File: src/rtl/stack_ctrl.sv
// Stack access controller: turns PUSH/POP/PEEK/CLEAR requests into single
// memory transactions, with SP bounds checking, ack timeout and SP update strobe.
module stack_ctrl #(
    parameter int SP_INIT  = 62,
    parameter int SP_LIMIT = 32,
    parameter int TMO      = 15
) (
    input  logic        clk,
    input  logic        reset,
    input  logic        op_valid,
    input  logic [1:0]  op,
    input  logic [15:0] op_data,
    output logic        op_ready,
    input  logic [15:0] sp_in,
    output logic        change_sp,
    output logic [15:0] next_sp,
    output logic        mem_req,
    output logic        mem_we,
    output logic [15:0] mem_addr,
    output logic [15:0] mem_wdata,
    input  logic        mem_ack,
    input  logic [15:0] mem_rdata,
    output logic        done,
    output logic [1:0]  err,
    output logic [15:0] rd_data
);

    typedef enum logic [1:0] {IDLE, WR, RD, FIN} state_t;

    localparam logic [1:0] OP_PUSH  = 2'b00;
    localparam logic [1:0] OP_POP   = 2'b01;
    localparam logic [1:0] OP_PEEK  = 2'b10;
    localparam logic [1:0] OP_CLEAR = 2'b11;

    localparam logic [1:0] ERR_OK  = 2'b00;
    localparam logic [1:0] ERR_OVF = 2'b01;
    localparam logic [1:0] ERR_UNF = 2'b10;
    localparam logic [1:0] ERR_TMO = 2'b11;

    localparam int CW = (TMO < 2) ? 1 : $clog2(TMO + 1);
    localparam logic [CW-1:0] CNT_LAST = CW'(TMO - 1);
    localparam logic [15:0]   SP_EMPTY = 16'(SP_INIT);
    localparam logic [15:0]   SP_LOW   = 16'(SP_LIMIT);

    state_t        state_q, state_d;
    logic [1:0]    op_q, op_d;
    logic [15:0]   data_q, data_d;
    logic [15:0]   sp_q, sp_d;
    logic [CW-1:0] cnt_q, cnt_d;
    logic          done_q, done_d;
    logic [1:0]    err_q, err_d;
    logic          change_sp_q, change_sp_d;
    logic [15:0]   next_sp_q, next_sp_d;
    logic [15:0]   rd_data_q, rd_data_d;

    // State register; the async reset drops mem_req at once because it is
    // decoded straight from state_q.
    always_ff @(posedge clk or posedge reset) begin
        if (reset) begin
            state_q     <= IDLE;
            op_q        <= OP_PUSH;
            data_q      <= '0;
            sp_q        <= '0;
            cnt_q       <= '0;
            done_q      <= 1'b0;
            err_q       <= ERR_OK;
            change_sp_q <= 1'b0;
            next_sp_q   <= SP_EMPTY;
            rd_data_q   <= '0;
        end else begin
            state_q     <= state_d;
            op_q        <= op_d;
            data_q      <= data_d;
            sp_q        <= sp_d;
            cnt_q       <= cnt_d;
            done_q      <= done_d;
            err_q       <= err_d;
            change_sp_q <= change_sp_d;
            next_sp_q   <= next_sp_d;
            rd_data_q   <= rd_data_d;
        end
    end

    // Next-state and registered-output computation
    always_comb begin
        state_d     = state_q;
        op_d        = op_q;
        data_d      = data_q;
        sp_d        = sp_q;
        cnt_d       = cnt_q;
        done_d      = 1'b0;
        err_d       = err_q;
        change_sp_d = 1'b0;
        next_sp_d   = next_sp_q;
        rd_data_d   = rd_data_q;

        case (state_q)
            IDLE: begin
                if (op_valid) begin
                    op_d   = op;
                    data_d = op_data;
                    sp_d   = sp_in;
                    cnt_d  = '0;
                    case (op)
                        OP_PUSH: begin
                            if (sp_in >= SP_LOW) begin
                                state_d = WR;
                            end else begin
                                state_d = FIN;
                                done_d  = 1'b1;
                                err_d   = ERR_OVF;
                            end
                        end
                        OP_POP, OP_PEEK: begin
                            if (sp_in < SP_EMPTY) begin
                                state_d = RD;
                            end else begin
                                state_d = FIN;
                                done_d  = 1'b1;
                                err_d   = ERR_UNF;
                            end
                        end
                        default: begin
                            state_d     = FIN;
                            done_d      = 1'b1;
                            err_d       = ERR_OK;
                            change_sp_d = 1'b1;
                            next_sp_d   = SP_EMPTY;
                        end
                    endcase
                end
            end
            WR: begin
                if (mem_ack) begin
                    state_d     = FIN;
                    done_d      = 1'b1;
                    err_d       = ERR_OK;
                    change_sp_d = 1'b1;
                    next_sp_d   = sp_q - 16'd1;
                end else if (cnt_q == CNT_LAST) begin
                    state_d = FIN;
                    done_d  = 1'b1;
                    err_d   = ERR_TMO;
                end else begin
                    cnt_d = cnt_q + 1'b1;
                end
            end
            RD: begin
                if (mem_ack) begin
                    state_d   = FIN;
                    done_d    = 1'b1;
                    err_d     = ERR_OK;
                    rd_data_d = mem_rdata;
                    if (op_q == OP_POP) begin
                        change_sp_d = 1'b1;
                        next_sp_d   = sp_q + 16'd1;
                    end
                end else if (cnt_q == CNT_LAST) begin
                    state_d = FIN;
                    done_d  = 1'b1;
                    err_d   = ERR_TMO;
                end else begin
                    cnt_d = cnt_q + 1'b1;
                end
            end
            default: begin
                state_d = IDLE;
            end
        endcase
    end

    // Outputs decoded from state and latched request; stable while mem_req is up
    always_comb begin
        op_ready  = (state_q == IDLE);
        mem_req   = (state_q == WR) || (state_q == RD);
        mem_we    = (state_q == WR);
        mem_addr  = (op_q == OP_PUSH) ? sp_q : (sp_q + 16'd1);
        mem_wdata = data_q;
    end

    assign done      = done_q;
    assign err       = err_q;
    assign change_sp = change_sp_q;
    assign next_sp   = next_sp_q;
    assign rd_data   = rd_data_q;

endmodule

File: config.mk
export PLATFORM = sky130hd
export DESIGN_NAME = stack_ctrl
export DESIGN_NICKNAME = d
export VERILOG_FILES = /design/src/rtl/stack_ctrl.sv
export SDC_FILE = /design/constraint.sdc
export NUM_CORES = 1
export LEC_CHECK = 0
export ABC_CLOCK_PERIOD_IN_PS = 6200
export BUFFER_PORTS_ARGS = -buffer_cell sky130_fd_sc_hd__buf_4
export CAP_MARGIN = 10
export CORE_ASPECT_RATIO = 0.75
export CORE_MARGIN = 5
export CORE_UTILIZATION = 58
export CTS_BUF_LIST = sky130_fd_sc_hd__clkbuf_8
export DETAILED_ROUTE_END_ITERATION = 8
export MAX_ROUTING_LAYER = met4
export PLACE_DENSITY = 0.9
export SETUP_SLACK_MARGIN = 0.4
export SYNTH_ARGS = -nofsm -noshare
export SYNTH_HDL_FRONTEND = slang
export SYNTH_SLANG_ARGS = --single-unit
File: constraint.sdc
create_clock -name clk -period 6.2 [get_ports clk]
set_input_delay 0.62 -clock clk [delete_from_list [all_inputs] [get_ports clk]]
set_output_delay 0.62 -clock clk [all_outputs]
set_load 0.02 [all_outputs]
==> results of run 1 <==
tightest hold or removal path: stages:
cell	delay, ns
buf_4	0.07
nand2_1	0.03
o21ai_0	0.06
worst max-delay path by stage:
stage / depth (start not counted) / to
finish: 5 / mem_addr[15]
global route: 5 / mem_addr[15]
CTS: 5 / mem_addr[15]
detailed placement: 5 / mem_addr[15]
global placement: 5 / mem_addr[15]
floorplan: 1 / change_sp
per-layer routing:
| metal | part of all wire, % | vias up | GRT usage [%] |
|---|---|---|---|
| li1 | - | 1681 | - |
| met1 | 43 | 1743 | 35.3 |
| met2 | 47 | 185 | 36.6 |
| met3 | 8.9 | 19 | 5.80 |
| met4 | 1.4 | 0 | 6.77 |
| met5 | 0 | - | - |
registers in the layout, summed over array words and instances, names as in the netlist:
signal     cells
change_sp      1
cnt_q          4
done           1
err            2
mem_wdata     16
next_sp       16
op_q           2
rd_data       16
sp_q          16
state_q        2
stage by stage:
step	std cells	setup WS (ns)	utilization (%)	power, W	area (um2)
after detailed placement	611	3.52	71.7	0.00275	5180
after CTS	627	3.08	74.7	0.00317	5400
final	627	3.03	74.7	0.00317	5400
after global routing	627	2.88	74.7	0.00336	5400
after global placement	611	3.62	71.7	0.00267	5180
after floorplan	412	3.65	-	0.00212	4230
logic make-up after synthesis:
family                   count (synthesis)
AND/OR/NAND/NOR                        129
adder cells (fa/ha/maj)                 12
AO/OA/AOI/OAI                           71
XOR/XNOR                                33
buffers and inverters                   42
flip-flops                              76
multiplexers                            49
cell type report:
cell class / instances / area, um2 / area share, %
well taps: 101 / 126 / 2.34
clock buffers: 9 / 124 / 2.29
repair buffers: 126 / 946 / 17.5
inverters: 14 / 52.6 / 0.973
multi-input cells: 294 / 2150 / 39.8
flip-flops and latches: 76 / 1910 / 35.3
clock inverters: 7 / 92.6 / 1.71
power groups by stage:
stage | logic (W) | clock network [W] | registers, W
5_1_grt | 0.00185 | 0.000445 | 0.00106
6_report | 0.00173 | 0.000412 | 0.00102
2_1_floorplan | 0.00104 | 0 | 0.00108
3_5_place_dp | 0.00173 | 0 | 0.00102
4_1_cts | 0.00173 | 0.000419 | 0.00101
3_3_place_gp | 0.00168 | 0 | 0.000999
placed cells by master (no fill, tap or decap), drive strengths merged, types with 3 or more instances in the layout:
cell / count
a31oi: 4
o22a: 4
o21ai: 26
xor2: 9
nand3: 12
nor2b: 4
a22oi: 8
xnor2: 24
dfrtp: 71
clkbuf: 9
ha: 12
nand2: 41
nor2: 15
dfstp: 5
o31ai: 3
nor4: 10
a21oi: 10
nand4: 12
nand2b: 6
nor3: 10
mux2i: 4
a221oi: 3
mux2: 45
buf: 126
inv: 16
==> impl_metrics.toml, run 1 <==
[status]
status = "completed"

[critical_path]
crit_required_ns = 5.58
slowest_stage = "nor3_1"
path_common_cell = "nand4_1"
start_kind = "register"
crit_chain = "nand4_1, nor3_1, nand4_1, xnor2_1, buf_4"
regToRegSetupSlack_ns = 3.54
rr_endpoint = "rd_data[0]"
max_stage_delay_ns = 0.62
end_kind = "output pin"
critPathArrivalTime_ns = 2.55
cp-startpoint = "sp_q[2]"
r2r-start = "state_q[0]"
critPathMaxFanout = 14
r2r_cells = 4
cp.buffers_inverters = 1
worstSetupPathType = "register to output pin"
crit_family = "simple AND/OR/NAND/NOR gates"

[layout]
fillers = 547
nets = 587
drive_gt1_share_pct = 38.4
area_growth_pct = 27.6
antennaDiodeCount = 0

[synth]
syn_area_mm2 = 0.00423
ys.flop_type = "dfrtp_1"
synth_nets = 478
synth_top_family_by_area = "simple AND/OR/NAND/NOR gates"
synth_area_leaders = "dfrtp_1 (42%), mux2_2 (12%), xnor2_1 (5.0%), nand2_1 (3.6%), ha_1 (3.5%)"
yosys.area_share.adder_pct = 3.55
postSynthAreaPerCell_um2 = 10.3
synth_edf_count = 0
ys_seq_area_share_pct = 45.1
synthTopCellsByCount = "dfrtp_1 (71), mux2_2 (45), nand2_1 (41)"
yosys_warnings = 0
yosysTopAreaCellShare_pct = 42.0
synth.distinct_cells = 57
synth-simple-area-share_pct = 16.2
synth_top_area_cell = "dfrtp_1"
yosys.area_share.xor_xnor_pct = 6.83
synthCells = 412
yosysMostFrequentCell = "dfrtp_1"
synth_compound_area_share_pct = 11.3
muxShareOfSynthArea_pct = 12.9
synth_seq_cells = 76
synthArstFlopShare_pct = 100

[routing]
antenna_left = 0
routed-via-count = 3628
dr.pass1.iters = 5
wl_per_cell_um = 17.6
wirelength_mm = 11.0
drc = 0
drt_first_iter_violations = 439
vias_per_cell = 5.79

[global_routing]
grt_pass1_wl_mm = 17.6
grt_overflow = 0
grt_pass1_vias = 3513
grt_util_all_layers_pct = 25.1
grt_start_max_net_pins = 77
antenna_found_initial = 0

[power_and_ir_drop]
p_leak_nw = 2.40
cellPowerDensity_mw_per_mm2 = 586
irDropWorstVdd_uv = 324
internal_power_w = 0.00174
power_frac_clock_pct = 13.0
comb_power_share_pct = 54.7
p_seq_share_pct = 32.3
netSwitchingPower_w = 0.00143
p_sw_share_pct = 45.2

[floorplanning]
core_mm2 = 0.00723
die_y_um = 84.0
rows = 27
die_w_um = 109
die-area_mm2 = 0.00912
initial_core_util_pct = 58.5
ios = 125

[place]
port_buffers = 124
gp_congestion = 0.952
hpwl_mm = 8.20

[timing]
min_period_over_period_pct = 51.1
hold_violations = 0
timing.fmax_mhz = 316
setup_viol = 0
rsz0062_at_grt = "false"
finClkSkew_ns = 0.00851
tightest_slew_ns = 1.03
drv_slew = 0
setup_tns_ns = 0
whs_ns = 0.465
finalCriticalPeriod_ns = 3.17
slew_headroom_pct = 30.8

[worst_hold_path]
hold_path_class = "primary input to register"
worstHoldStart = "sp_in[0]"
whs_endpoint = "sp_q[0]"
hold_depth = 3

[clock_network]
clk_latency_ns = 0.35
clk_path_buf_depth = 2
clock_tree.root_cell = "clkbuf_8"
postCtsSetupBuffers = 0
cts_tree = "done"
cts_resized = 0
ctsHoldBuffers = 0
cts-htree-levels = 3
path_clk_slew_ns = 0.08
cts_sinks = 76
numCtsBuffers = 9

[flow_run]
maxCapViolations = 0
Power figures use the tool's default switching activity.
==> inputs of run 2 (changes only) <==
--- a/config.mk
+++ b/config.mk
@@ -5,16 +5,16 @@
 export SDC_FILE = /design/constraint.sdc
 export NUM_CORES = 1
 export LEC_CHECK = 0
-export ABC_CLOCK_PERIOD_IN_PS = 6200
+export ABC_CLOCK_PERIOD_IN_PS = 3200
 export BUFFER_PORTS_ARGS = -buffer_cell sky130_fd_sc_hd__buf_4
 export CAP_MARGIN = 10
 export CORE_ASPECT_RATIO = 0.75
 export CORE_MARGIN = 5
-export CORE_UTILIZATION = 58
+export CORE_UTILIZATION = 54
 export CTS_BUF_LIST = sky130_fd_sc_hd__clkbuf_8
 export DETAILED_ROUTE_END_ITERATION = 8
 export MAX_ROUTING_LAYER = met4
-export PLACE_DENSITY = 0.9
+export PLACE_DENSITY = 0.85
 export SETUP_SLACK_MARGIN = 0.4
 export SYNTH_ARGS = -nofsm -noshare
 export SYNTH_HDL_FRONTEND = slang
==> constraint.sdc (replaced) <==
create_clock -name clk -period 3.2 [get_ports clk]
set_input_delay 0.32 -clock clk [delete_from_list [all_inputs] [get_ports clk]]
set_output_delay 0.32 -clock clk [all_outputs]
set_load 0.02 [all_outputs]
==> run 2 against run 1 <==
Effect of this change: sequential power up 95%; hold slack worse by 0.35 ns; clock skew up 0.0050 ns; clock power up 79%; critical endpoint unchanged; largest power group unchanged.
==> impl_metrics.toml, run 2 (synthesized netlist as in run 1, its figures left out) <==
[status]
status = "completed"

[global_routing]
grt_pass1_wl_mm = 18.1
antenna_found_initial = 0
grt_overflow = 0
grt_start_max_net_pins = 42
grt_util_all_layers_pct = 24.0
grt_pass1_vias = 3503

[routing]
antenna_left = 0
vias_per_cell = 5.69
drc = 0
dr.pass1.iters = 4
drt_first_iter_violations = 261
wirelength_mm = 11.0
wl_per_cell_um = 17.4
routed-via-count = 3599

[layout]
area_growth_pct = 28.3
nets = 589
final_core_util_pct = 69.8
drive_gt1_share_pct = 39.0
layout_common_cells = "buf_4 (127), dfrtp_1 (71), mux2_2 (45), nand2_1 (41), xnor2_1 (24)"
final_common_cell = "buf_4"
design_area_mm2 = 0.00543
antennaDiodeCount = 0

[floorplanning]
ios = 125
die_w_um = 112
die_y_um = 86.7
die-area_mm2 = 0.00972
rows = 28
core_mm2 = 0.00778
initial_core_util_pct = 54.4

[place]
port_buffers = 124
place_area_mm2 = 0.00522
gp_congestion = 0.957
hpwl_mm = 8.15

[timing]
slew_headroom_pct = 35.4
rsz0062_at_grt = "true"
drv_slew = 0
tightest_slew_ns = 0.969
finalCriticalPeriod_ns = 2.60
setup_viol = 0
whs_ns = 0.112
setup_tns_ns = 0
finClkSkew_ns = 0.0135
min_period_over_period_pct = 81.4
hold_violations = 0
timing.fmax_mhz = 384

[clock_network]
cts-htree-levels = 3
numCtsBuffers = 9
path_clk_slew_ns = 0.08
cts_tree = "done"
clk_path_buf_depth = 2
clk_latency_ns = 0.36
clock_tree.root_cell = "clkbuf_8"
cts_sinks = 76

[critical_path]
worstSetupPathType = "register to output pin"
crit_required_ns = 2.88
end_kind = "output pin"
critPathMaxFanout = 13
critPathArrivalTime_ns = 2.28
start_kind = "register"

[worst_hold_path]
hold_path_class = "primary input to async pin"

[power_and_ir_drop]
irDropWorstVdd_uv = 574
cellPowerDensity_mw_per_mm2 = 1120
p_leak_nw = 2.41

[flow_run]
maxCapViolations = 0
run 2: cell types whose count changed in the layout (fill, tap and decap cells not counted):
cell        before  now
buf_12           0    1
buf_4          126  127
bufinv_16        2    1
clkinv_2         1    0
clkinv_4         0    3
clkinvlp_4       2    1
nor3_1           9    7
nor3_2           1    3
run 2: timing repair:
action                                  CTS  global route
hold buffers                              0             0
setup buffers                             0             0
gates resized for setup                   0             2
endpoints found under the setup margin    0             6
run 2: worst max-delay path, cell delays in order (launching register included):
cell	delay (ns)
dfrtp_1	0.61
nand4_1	0.39
nor3_2	0.43
nand4_1	0.17
xnor2_1	0.17
buf_4	0.16
run 2: cell type report:
type	count	area (um2)
sequential	76	1910
fill	625	2350
timing repair buffer	128	973
clock buffer	9	124
inverter	14	52.6
clock inverter	7	76.3
tap	105	131
multi-input combinational	294	2160
run 2: worst paths after layout:
path	from	to	slack, ns	cells after the start
hold reg to reg	next_sp[6]	next_sp[6]	0.48	2
setup / recovery	sp_q[3]	mem_addr[15]	0.60	5
max in group asynchronous	reset	next_sp[4]	2.32	3
hold / removal	reset	mem_wdata[1]	0.11	2
setup reg to reg	state_q[1]	next_sp[8]	0.74	6
min in group clk	sp_in[1]	sp_q[1]	0.18	3
run 2: layer usage:
layer	part of all wire [%]	up-vias	track usage, %
met4	1.2	0	6.00
met3	8.0	12	6.98
met2	46	160	34.8
met1	44	1737	33.3
met5	0	-	-
li1	-	1690	-
run 2: power breakdown:
| part | internal (W) | switching [W] | leakage, nW |
|---|---|---|---|
| registers | 0.00144 | 0.000549 | 0.924 |
| logic | 0.00150 | 0.00186 | 1.38 |
| clock network | 0.000364 | 0.000374 | 0.101 |
run 2: stage by stage:
step | setup WS (ns) | total power, W | instances
global placement | 0.899 | 0.00521 | 617
floorplan | 0.950 | 0.00410 | 412
finish | 0.596 | 0.00608 | 633
detailed placement | 0.768 | 0.00532 | 617
CTS | 0.462 | 0.00609 | 633
global route | 0.370 | 0.00649 | 633
==> inputs of run 3 (changes only) <==
--- a/config.mk
+++ b/config.mk
@@ -5,16 +5,16 @@
 export SDC_FILE = /design/constraint.sdc
 export NUM_CORES = 1
 export LEC_CHECK = 0
-export ABC_CLOCK_PERIOD_IN_PS = 3200
+export ABC_CLOCK_PERIOD_IN_PS = 2350
 export BUFFER_PORTS_ARGS = -buffer_cell sky130_fd_sc_hd__buf_4
 export CAP_MARGIN = 10
 export CORE_ASPECT_RATIO = 0.75
 export CORE_MARGIN = 5
-export CORE_UTILIZATION = 54
+export CORE_UTILIZATION = 49
 export CTS_BUF_LIST = sky130_fd_sc_hd__clkbuf_8
 export DETAILED_ROUTE_END_ITERATION = 8
 export MAX_ROUTING_LAYER = met4
-export PLACE_DENSITY = 0.85
+export PLACE_DENSITY = 0.81
 export SETUP_SLACK_MARGIN = 0.4
 export SYNTH_ARGS = -nofsm -noshare
 export SYNTH_HDL_FRONTEND = slang
==> constraint.sdc (replaced) <==
create_clock -name clk -period 2.35 [get_ports clk]
set_input_delay 0.235 -clock clk [delete_from_list [all_inputs] [get_ports clk]]
set_output_delay 0.235 -clock clk [all_outputs]
set_load 0.02 [all_outputs]
==> run 3 against run 2 <==
Effect of this change: count of clock-buffer cells in the layout unchanged; sequential share of layout area fell by 3.6 points; clock skew shrank 0.0020 ns.
==> impl_metrics.toml, run 3 (synthesized netlist as in run 1, its figures left out) <==
[clock_network]
cts-htree-levels = 3
path_clk_slew_ns = 0.07
clock_tree.root_cell = "clkbuf_8"
cts_sinks = 76
clk_path_buf_depth = 2
clk_latency_ns = 0.35
numCtsBuffers = 9
cts_tree = "done"

[power_and_ir_drop]
irDropWorstVdd_uv = 799
p_seq_share_pct = 26.6
netSwitchingPower_w = 0.00428
p_sw_share_pct = 44.9
comb_power_share_pct = 62.2
internal_power_w = 0.00525
power_frac_clock_pct = 11.1
power_w = 0.00953
p_leak_nw = 2.71
cellPowerDensity_mw_per_mm2 = 1560

[floorplanning]
die_w_um = 117
ios = 125
core_mm2 = 0.00845
rows = 29
initial_core_util_pct = 50.1
die-area_mm2 = 0.0106
die_y_um = 90.5

[critical_path]
critPathMaxFanout = 5
r2r-start = "sp_q[1]"
end_kind = "output pin"
start_kind = "register"
critPathArrivalTime_ns = 1.88
r2r_cells = 9
regToRegSetupSlack_ns = 0.33
worstSetupPathType = "register to output pin"
rr_endpoint = "next_sp[6]"
crit_required_ns = 2.12

[timing]
rsz0062_at_grt = "true"
hold_violations = 0
finalCriticalPeriod_ns = 2.12
tightest_slew_ns = 0.684
setup_tns_ns = 0
min_period_over_period_pct = 90.1
fin_ws_ns = 0.233
setup_viol = 0
slew_headroom_pct = 54.3
timing.fmax_mhz = 472
drv_slew = 0
finClkSkew_ns = 0.0115

[routing]
drc = 0
drt_first_iter_violations = 322
routed-via-count = 4081
wl_per_cell_um = 19.1
wirelength_mm = 13.1
dr.pass1.iters = 7
antenna_left = 0
vias_per_cell = 5.97

[layout]
antennaDiodeCount = 0
nets = 637
final_common_cell = "buf_4"
drive_gt1_share_pct = 52.3
layout_common_cells = "buf_4 (167), dfrtp_1 (55), mux2_2 (45), nand2_1 (38), xnor2_1 (20)"
area_growth_pct = 44.2
fillers = 591

[global_routing]
antenna_found_initial = 0
grt_pass1_vias = 3764
grt_util_all_layers_pct = 22.4
grt_pass1_wl_mm = 19.1
grt_start_max_net_pins = 48
grt_overflow = 0

[worst_hold_path]
worstHoldStart = "sp_in[10]"
hold_path_class = "primary input to register"
whs_endpoint = "sp_q[10]"
hold_depth = 3

[place]
gp_congestion = 0.898
hpwl_mm = 8.21
port_buffers = 124
place_ws_ns = 0.283

[flow_run]
maxCapViolations = 0

[status]
status = "completed"
## run 3: power groups by stage
stage	clock, W	sequential [W]	combinational, W
after floorplan	0	0.00285	0.00276
after global placement	0	0.00263	0.00463
after detailed placement	0	0.00268	0.00473
after CTS	0.00109	0.00253	0.00523
after global routing	0.00116	0.00261	0.00630
final	0.00106	0.00254	0.00593
## run 3: layer usage
layer	track usage [%]	up-vias	wire length, um
li1	-	1787	-
met1	29.7	1950	5420
met2	32.8	286	5780
met3	7.45	58	1390
met4	6.38	0	461
met5	-	-	0
## run 3: worst max path at each step
| stage | start | endpoint | slack [ns] |
|---|---|---|---|
| 3_5_place_dp | sp_q[0] | next_sp[12] | 0.28 |
| 4_1_cts | sp_q[1] | mem_addr[15] | 0.33 |
| 5_1_grt | sp_q[0] | mem_addr[11] | 0.17 |
| 2_1_floorplan | state_q[0] | mem_wdata[0] | 0.36 |
| 6_report | sp_q[0] | mem_addr[11] | 0.23 |
| 3_3_place_gp | sp_q[0] | next_sp[10] | 0.40 |
## run 3: final cells by class
| class | count | area, um2 | area share (%) |
|---|---|---|---|
| Inverter | 14 | 58.8 | 0.964 |
| Tap cell | 108 | 135 | 2.21 |
| Clock buffer | 9 | 124 | 2.03 |
| Multi-Input combinational cell | 294 | 2400 | 39.3 |
| Sequential cell | 76 | 1930 | 31.6 |
| Timing Repair Buffer | 176 | 1370 | 22.5 |
| Clock inverter | 7 | 86.3 | 1.42 |
## run 3: worst max-delay path: stages (launching register included)
cell     delay, ns
dfrtp_2       0.44
nand4_1       0.18
nor3_2        0.15
buf_4         0.16
buf_4         0.11
nand3_2       0.10
xnor2_2       0.21
buf_4         0.18
## run 3: timing repair
action | CTS | global route
setup endpoints to repair | 39 | 43
hold buffers | 1 | 0
pin swaps | 2 | 21
setup buffers | 17 | 19
endpoints found under the hold margin | 29 | 0
resized for setup | 34 | 38
## run 3: per-stage QoR
step                      cell area (um2)  hold slack [ns]  utilization (%)  cells
after floorplan                      4260            0.352                -    412
after global routing                 6100           0.0793             72.2    684
after detailed placement             5340            0.373             63.2    631
final                                6100            0.103             72.2    684
after global placement               5340            0.365             63.2    631
after CTS                            5790           0.0848             68.5    665
